## src/rtl/debounce_sync.sv

```systemverilog
// debounce_sync: two-flop synchroniser followed by a stability filter.
// q follows the synchronised input only after it has differed from q for
// STABLE_CYCLES consecutive edges; rise/fall pulse for one cycle on each
// accepted change. All outputs are registered; qn is the complement of q.
module debounce_sync #(
  parameter int unsigned STABLE_CYCLES = 4,
  parameter int unsigned CNT_W         = 8
) (
  input  logic clk,
  input  logic clr_n,
  input  logic din,
  output logic q,
  output logic qn,
  output logic rise,
  output logic fall
);

  localparam logic [CNT_W-1:0] CNT_LAST = CNT_W'(STABLE_CYCLES - 1);
  localparam logic [CNT_W-1:0] CNT_ONE  = CNT_W'(1);

  typedef enum logic {
    ST_STABLE  = 1'b0,
    ST_PENDING = 1'b1
  } state_t;

  logic             s1;
  logic             s2;
  state_t           state;
  state_t           state_nxt;
  logic [CNT_W-1:0] cnt;
  logic [CNT_W-1:0] cnt_nxt;
  logic             q_r;
  logic             q_nxt;
  logic             rise_r;
  logic             rise_nxt;
  logic             fall_r;
  logic             fall_nxt;

  // Two-flop synchroniser bringing din into the clk domain.
  always_ff @(posedge clk or negedge clr_n) begin
    if (!clr_n) begin
      s1 <= 1'b0;
      s2 <= 1'b0;
    end else begin
      s1 <= din;
      s2 <= s1;
    end
  end

  // State register: FSM state, stability counter and the registered outputs.
  always_ff @(posedge clk or negedge clr_n) begin
    if (!clr_n) begin
      state  <= ST_STABLE;
      cnt    <= '0;
      q_r    <= 1'b0;
      rise_r <= 1'b0;
      fall_r <= 1'b0;
    end else begin
      state  <= state_nxt;
      cnt    <= cnt_nxt;
      q_r    <= q_nxt;
      rise_r <= rise_nxt;
      fall_r <= fall_nxt;
    end
  end

  // Next-state logic: count consecutive disagreements, commit on the last one.
  always_comb begin
    state_nxt = state;
    cnt_nxt   = '0;
    q_nxt     = q_r;
    rise_nxt  = 1'b0;
    fall_nxt  = 1'b0;
    unique case (state)
      ST_STABLE: begin
        if (s2 != q_r) begin
          if (STABLE_CYCLES == 1) begin
            q_nxt    = s2;
            rise_nxt = s2;
            fall_nxt = ~s2;
          end else begin
            state_nxt = ST_PENDING;
            cnt_nxt   = CNT_ONE;
          end
        end
      end
      ST_PENDING: begin
        if (s2 == q_r) begin
          state_nxt = ST_STABLE;
        end else if (cnt == CNT_LAST) begin
          state_nxt = ST_STABLE;
          q_nxt     = s2;
          rise_nxt  = s2;
          fall_nxt  = ~s2;
        end else begin
          cnt_nxt = cnt + CNT_ONE;
        end
      end
      default: begin
        state_nxt = ST_STABLE;
      end
    endcase
  end

  // Output logic: expose the registered level, its complement and the pulses.
  always_comb begin
    q    = q_r;
    qn   = ~q_r;
    rise = rise_r;
    fall = fall_r;
  end

endmodule
```

## config.mk

```make
export PLATFORM = sky130hd
export DESIGN_NAME = debounce_sync
export DESIGN_NICKNAME = d
export VERILOG_FILES = /design/src/rtl/debounce_sync.sv
export SDC_FILE = /design/constraint.sdc
export NUM_CORES = 1
export LEC_CHECK = 0
export ABC_AREA = 1
export CORE_MARGIN = 2
export CORE_UTILIZATION = 34
export CTS_CLUSTER_DIAMETER = 40
export CTS_CLUSTER_SIZE = 10
export DETAILED_ROUTE_END_ITERATION = 10
export DONT_BUFFER_PORTS = 1
export GPL_TIMING_DRIVEN = 0
export SYNTH_ARGS = -nofsm -noshare
export SYNTH_HDL_FRONTEND = slang
export SYNTH_SLANG_ARGS = --single-unit
export TNS_END_PERCENT = 50
```

## constraint.sdc

```tcl
create_clock -name clk -period 1.7 [get_ports clk]
set_input_delay 0.34 -clock clk [delete_from_list [all_inputs] [get_ports clk]]
set_output_delay 0.34 -clock clk [all_outputs]
set_load 0.01 [all_outputs]
```

== Word-level counts from Yosys, hierarchy flattened ==
Index checks and enable logic that the tools add are counted.
Operators by class
  bitwise gates (word level): 4
  add/sub/neg operators: 1
  multiplexer cells: 14
  eq/ne operators: 3
  reduce and logical (&&, ||, !) cells: 1
Operator list (number)
  8-bit two-way mux: 2
  8-bit case mux with 2 select lines: 1
  1-bit two-way mux: 10
  8-bit by 1-bit adder with 8-bit output, second input constant: 1
  8-bit by 2-bit == test with 1-bit output, second input constant: 1
  1-bit NOT: 4
  3-bit AND reduction: 1
  1-bit case mux with 2 select lines: 1
  1-bit == test: 1
  1-bit inequality test: 1
Storage, ports and cells
  register bits after elaboration: 14
  bits of input ports: 3
  output and inout port bits: 4

== Longest topological paths before layout ==
Gate-level depths: netlist (run 1).
  depth in word-level cells: 4
  depth in mapped cells: 7
  mapped depth without buffers: 7

== Worst setup path before layout (run 1) ==
OpenSTA, ideal clock, no wires.
  path type: reg2reg
  start point: register cnt[0]
  end point: register cnt[0]
  setup slack: 0.524 ns
  period minus slack after synthesis: 1.176 ns
  setup time: 0.124 ns
  data required time: 1.576 ns
  stages on the path, launching flop included: 7
  data arrival time: 1.052 ns
  cell sequence: dfrtp_1 -> ha_1 -> nand2_1 -> nor2_4 -> nand2_2 -> nand2_4 -> o21bai_2
On the way
  longest elaborated chain between the ends: 4
  elaborated cells between the ends (all ways): 5
  those cells by class: add/sub (1); eq/ne (1); mux (3)
Ends and longest elaborated chain
  start, declared: RTL line 30  | logic [CNT_W-1:0] cnt;
  start signal, assigned: RTL line 60  | cnt <= cnt_nxt;
  8-bit by 1-bit adder with 8-bit output / 8-bit by 2-bit == test with 1-bit output (equally long branches): RTL line 96, 90
  8-bit two-way mux (*): RTL line 90  | end else if (cnt == CNT_LAST) begin
  8-bit two-way mux (*): RTL line 88  | if (s2 == q_r) begin
  8-bit case mux with 2 select lines (*): RTL line 74  | unique case (state)
  named net cnt_nxt[0]: RTL line 31  | logic [CNT_W-1:0] cnt_nxt;
The timed path passes the listed nets; every way through them passes the cells marked *.
A chain may end at the register's enable or synchronous reset.

== Worst setup path after layout (run 1) ==
  start point: register cnt[0]
  end point: register state
On the way
  longest elaborated chain between the ends: 4
Ends and longest elaborated chain
  8-bit by 2-bit == test with 1-bit output: RTL line 90
  1-bit two-way mux: RTL line 90
  1-bit two-way mux: RTL line 88
  1-bit case mux with 2 select lines: RTL line 74
  named net state_nxt: RTL line 29  | state_t state_nxt;
  end signal, assigned: RTL line 59  | state <= state_nxt;
  end, declared: RTL line 28  | state_t state;
The timed path passes the listed nets, and every way through them passes these cells.

==> key figures, run 1 <==
CTS
  – CTS Buffer Depth: 2
  – Post-CTS Setup Inserts: 0
  – CTS resizes: 0
  – Inserted Clock Buffers: 3
  – CTS H-tree lvls: 1
  – CTS tree: built
  – Clock transition at path regs: 80 ps
  – Root buf cell: clkbuf_4
  – CTS Sinks: 14
  – Later-pin clock latency in the skew report: 280 ps

Floorplan
  – Die footprint: 2528 µm²
  – Row count: 16
  – Io pins: 7
  – Die X: 50.28 µm
  – Die span in y: 50.28 µm
  – Initial Utilization: 36.74%
  – Core area: 1982 µm²

Placement
  – Dpl ws: 406.4 ps
  – Final Wtd Congestion: 0.7618
  – Port Buffers: 0
  – DP Wirelength: 872.9 µm

Worst setup path
  – WS Path Type: reg -> reg
  – Crit start category: register
  – R2R Setup Slk: 420 ps
  – CP max FO: 7
  – Worst Path Arrival: 1460 ps
  – Req. time, crit path: 1870 ps
  – CP endpoint kind: register

GRT
  – Initial antenna violation count: 0
  – Vias in the first global route: 488
  – First-pass GRT wire length: 2097 µm
  – Gr usage total: 11.22%
  – Remaining Overflow, GRT: 0
  – Pin count of the biggest net entering global routing: 15

Synthesis
  – Post-synthesis compound-gate area fraction: 6.014%
  – XOR/XNOR Fraction of Synth Area: 2.405%
  – Largest family of logic cells by synthesized area: simple AND/OR/NAND/NOR gates
  – Synthesized instance count: 78
  – Post-synth design cell area: 728.2 µm²
  – Simple-gate share of the synthesized area: 32.47%
  – Syn Area/Cell: 9.336 µm²
  – Synth unique cells: 21
  – Synthesized Nets: 83
  – Mux contribution to synthesized area: 0%
  – Synth Register Bits: 14
  – Synth Area in Adders: 3.436%
  – Sequential element share of the synthesized area: 48.11%
  – Yosys warnings: 0

Layout
  – N_diodes: 0
  – Area growth, synth to finish: 11.00%
  – Post-layout nets: 89
  – FILL cells: 204
  – Leading cell type in the layout, fill and taps excluded: dfrtp_1
  – Commonest non-fill, non-tap cells in the layout: dfrtp_1, nand2_1, nor2_1, nand3_1, inv_1
  – Layout cells sized above 1: 30.12%

Timing
  – Worst-Margin Slew: 643.0 ps
  – Endpoints failing setup: 0
  – Fin. Hold Viols: 0
  – Relative slew slack: 56.99%
  – Minimum clock period: 1283 ps
  – Max-slew violations: 0
  – Setup ws final: 416.7 ps
  – Clk_skew: 1.523 ps
  – Post-route setup TNS: 0 ps
  – Unrepaired setup endpoints after global routing: false
  – Crit share post-route: 75.49%
  – Max Freq: 779.2 MHz

Flow run
  – Max-cap viol count: 0

Hold path
  – Hold/Removal Path Class: in -> reg

Pwr
  – Power density of the placed cells: 1176 nW/µm²
  – Lkg Pwr: 0.0003797 µW
  – Total power: 950.5 µW
  – Max IR drop VDD: 0.7058 mV

Routing
  – Final antenna-violating net count: 0
  – Initial DRC count: 8
  – # DRC: 0
  – Routed WL: 1138 µm
  – Vias per cell: 4.500
  – Detailed-router iteration count before antenna repair: 4
  – Routed len/inst: 10.35 µm
  – Vias post-DR: 495

Status
  – Status: finished clean
power breakdown:
part           internal, µW  switching [µW]
clock network           130             109
logic                   133             155
registers               377            46.3
total                   640             310
worst max-delay path, stage by stage (launching register included):
cell	delay, ps
dfrtp_1	420
ha_1	210
nand2_1	120
nor2_4	140
nand2_2	90
nand2_4	130
o21ai_2	70
path summary, 6_finish.rpt:
| path | endpoint | cells after the start | start |
|---|---|---|---|
| setup / recovery | state | 6 | cnt[0] |
| hold / removal | s1 | 0 | din |
| setup reg to reg | state | 6 | cnt[0] |
| hold reg to reg | s2 | 0 | s1 |
| max in group asynchronous | fall | 1 | clr_n |
| min in group asynchronous | cnt[6] | 1 | clr_n |
synthesized netlist by cell type:
cell type / instances / area, µm²
bufinv_8: 1 / 17.52
o21ai_2: 1 / 8.760
a21oi_1: 2 / 10.01
nand2_2: 2 / 12.51
nand3_2: 1 / 10.01
nor2_1: 10 / 37.54
nand2_1: 12 / 45.04
a21oi_2: 1 / 8.760
or2_2: 1 / 6.260
nand2_4: 2 / 22.52
dfrtp_1: 14 / 350.3
nor2_4: 1 / 11.26
o21bai_2: 1 / 11.26
ha_1: 2 / 25.02
nor2_2: 5 / 31.28
xor2_1: 2 / 17.52
inv_2: 4 / 15.01
nand3_1: 8 / 40.04
inv_1: 6 / 22.52
nor2_8: 1 / 20.02
o21ai_0: 1 / 5.000
cell type report:
cell class                      count  area [µm²]  area share [%]
Tap cell                           27       33.78           4.180
Timing Repair Buffer                1       10.01           1.238
Sequential cell                    14       350.3           43.34
Clock buffer                        4       36.28           4.489
Inverter                           11       55.05           6.811
Multi-Input combinational cell     53       322.8           39.94
per-layer routing:
metal / share of wire (%) / track usage (%) / vias to the layer above
li1: - / - / 251
met3: 4.2 / 5.357 / 0
met2: 48 / 17.54 / 7
met5: 0 / 0 / -
met1: 47 / 14.39 / 237
met4: 0 / 1.389 / 0
flip-flops by register name, indices dropped and copies added, names as in the netlist:
signal  flops
state       1
cnt         8
s1          1
q           1
fall        1
rise        1
s2          1
kinds of logic (layout without fill, tap and decap cells):
family,count (synthesis),after routing
fa+ha+maj,2,2
flops,14,14
compound gates,6,6
buf+inv,11,16
simple gates,43,43
xor+xnor,2,2
through the flow:
stage / hold slack (ps) / area, µm² / instances / util, %
after global routing: 52.24 / 808.3 / 110 / 40.78
after global placement: 44.76 / 762.0 / 105 / 38.45
after detailed placement: 44.79 / 762.0 / 105 / 38.45
after CTS: 67.04 / 808.3 / 110 / 40.78
after floorplan: 44.41 / 728.2 / 78 / -
final: 81.70 / 808.3 / 110 / 40.78
repair_timing:
action / in CTS / in global routing
endpoints found under the setup margin: 0 / 0
hold buffers: 1 / 0
hold endpoints to repair: 14 / 0
Note: power is estimated with default switching activity, not from simulation.
==> inputs of run 2 (changes only) <==
Clock period 1.7 ns to 1.1 ns, I/O delays scaled along.
==> run 2 against run 1 <==
The run now ends with setup timing left. Critical path depth shrank 1. Via count increased by 7.7%. Register-to-register slack worse by 450 ps. Clock skew about the same. Power grew 84%. Highest routed layer unchanged. Fmax grew 13%. Routed wire length up 28%. Sequential share of layout area down 6.7 points. First-iteration DRC count decreased by 50%. Count of clock-buffer cells in the layout did not move. Design area rose by 19%. Non-clock buffer count is 8 higher.
==> key figures, run 2 (synthesized netlist as in run 1, its figures left out) <==
GRT
  – Vias in the first global route: 542
  – Gr usage total: 13.14%
  – Pin count of the biggest net entering global routing: 15
  – Remaining Overflow, GRT: 0
  – First-pass GRT wire length: 2456 µm
  – Initial antenna violation count: 0

Worst setup path
  – Crit start category: register
  – Req. time, crit path: 1280 ps
  – WS Path Type: reg -> reg
  – Crit path cell chain: buf_6, ha_4, nand3_4, xor2_1, nor2_2
  – Worst path max stage delay: 430 ps
  – CP max FO: 3
  – CP endpoint kind: register
  – Slowest cell on the critical path: dfrtp_1
  – Worst Path Arrival: 1310 ps
  – Crit path buf inv count: 1
  – Critical path's top delay family: flip-flops

Floorplan
  – Core area: 1982 µm²
  – Die span in y: 50.28 µm
  – Row count: 16
  – Initial Utilization: 36.74%
  – Die footprint: 2528 µm²
  – Io pins: 7
  – Die X: 50.28 µm

Placement
  – Final Wtd Congestion: 0.7372
  – Dpl ws: -136.1 ps
  – Port Buffers: 0
  – DP Wirelength: 900.9 µm

Layout
  – FILL cells: 185
  – Commonest non-fill, non-tap cells in the layout: dfrtp_1, nand2_1, nor2_2
  – Largest register FFs: 8
  – Multi-input gate area: 405.4 µm²
  – N_diodes: 0
  – Area growth, synth to finish: 32.30%
  – Layout cells sized above 1: 52.75%
  – Leading cell type in the layout, fill and taps excluded: dfrtp_1
  – Most flops, register: cnt
  – Sequential cell area: 352.8 µm²
  – Post-layout nets: 97

Pwr
  – Switch share: 34.68%
  – Total power: 1744 µW
  – Max IR drop VDD: 0.9799 mV
  – Power density of the placed cells: 1811 nW/µm²
  – Clock Power Share: 21.4%
  – Lkg Pwr: 0.0004223 µW
  – Sequential group share of total power: 38.5%
  – Combinational Power Share: 40.1%
  – Internal power: 1139 µW
  – Psw: 605.0 µW

Routing
  – Routed len/inst: 12.36 µm
  – Routed WL: 1458 µm
  – Detailed-router iteration count before antenna repair: 4
  – Vias per cell: 4.517
  – Final antenna-violating net count: 0
  – Initial DRC count: 4
  – # DRC: 0
  – Vias post-DR: 533

CTS
  – Later-pin clock latency in the skew report: 280 ps
  – CTS H-tree lvls: 1
  – CTS Sinks: 14
  – CTS Buffer Depth: 2
  – Inserted Clock Buffers: 3
  – CTS tree: built
  – Root buf cell: clkbuf_4
  – Clock transition at path regs: 90 ps

Timing
  – Clk_skew: 1.459 ps
  – Fin. Hold Viols: 0
  – Worst-Margin Slew: 666.0 ps
  – Crit share post-route: 102.8%
  – Endpoints failing setup: 7
  – Max-slew violations: 0
  – Setup ws final: -30.82 ps
  – Max Freq: 884.3 MHz
  – Unrepaired setup endpoints after global routing: true
  – Minimum clock period: 1131 ps
  – Relative slew slack: 55.45%

Flow run
  – Max-cap viol count: 0

Status
  – Status: finished with violations
  – Failing checks: setup timing

Hold path
  – Hold/Removal Path Class: reg -> reg
## run 2: path summary, 6_finish.rpt
path,slack (ps),to,cells after the start,from
setup / recovery,-30,cnt[4],5,cnt[0]
hold / removal,360,s2,0,s1
setup reg to reg,-30,cnt[4],5,cnt[0]
hold reg to reg,360,s2,0,s1
max in group asynchronous,230,q,1,clr_n
min in group asynchronous,410,cnt[3],1,clr_n
## run 2: repair_timing
action / in CTS / in global routing
setup endpoints to repair: 13 / 13
pin swaps: 8 / 1
hold buffers: 2 / 0
setup buffers: 5 / 2
resized for setup: 15 / 8
hold endpoints to repair: 15 / 0
## run 2: final cells by class
class,instances,area share [%]
sequential,14,36.62
multi-input combinational,53,42.08
timing repair buffer,9,8.312
inverter,11,5.714
tap,27,3.506
clock buffer,4,3.766
## run 2: metrics by stage
step	hold WS (ps)	utilization, %	area, µm²	std cells	TNS, ps
detailed placement	-75.28	38.70	767.0	105	-987.9
CTS	360.8	46.72	925.9	116	-94.68
finish	357.7	48.61	963.4	118	-137.1
floorplan	-75.59	-	733.2	78	-95.49
global route	368.1	48.61	963.4	118	-895.0
global placement	-75.24	38.70	767.0	105	-766.5
## run 2: metal layers
metal	vias up	share of wire, %	wire length, µm	global-route usage, %
met4	0	0	0	1.389
met5	-	0	0	0
li1	268	-	-	-
met1	257	41	600	15.20
met2	8	56	817	23.25
met3	0	2.8	41	5.357
## run 2: power by group through the flow
stage / logic [µW] / registers [µW] / clock network, µW
after floorplan: 396 / 654 / 0
after global placement: 438 / 662 / 0
after detailed placement: 445 / 668 / 0
after CTS: 654 / 669 / 381
after global routing: 753 / 677 / 426
final: 700 / 671 / 373
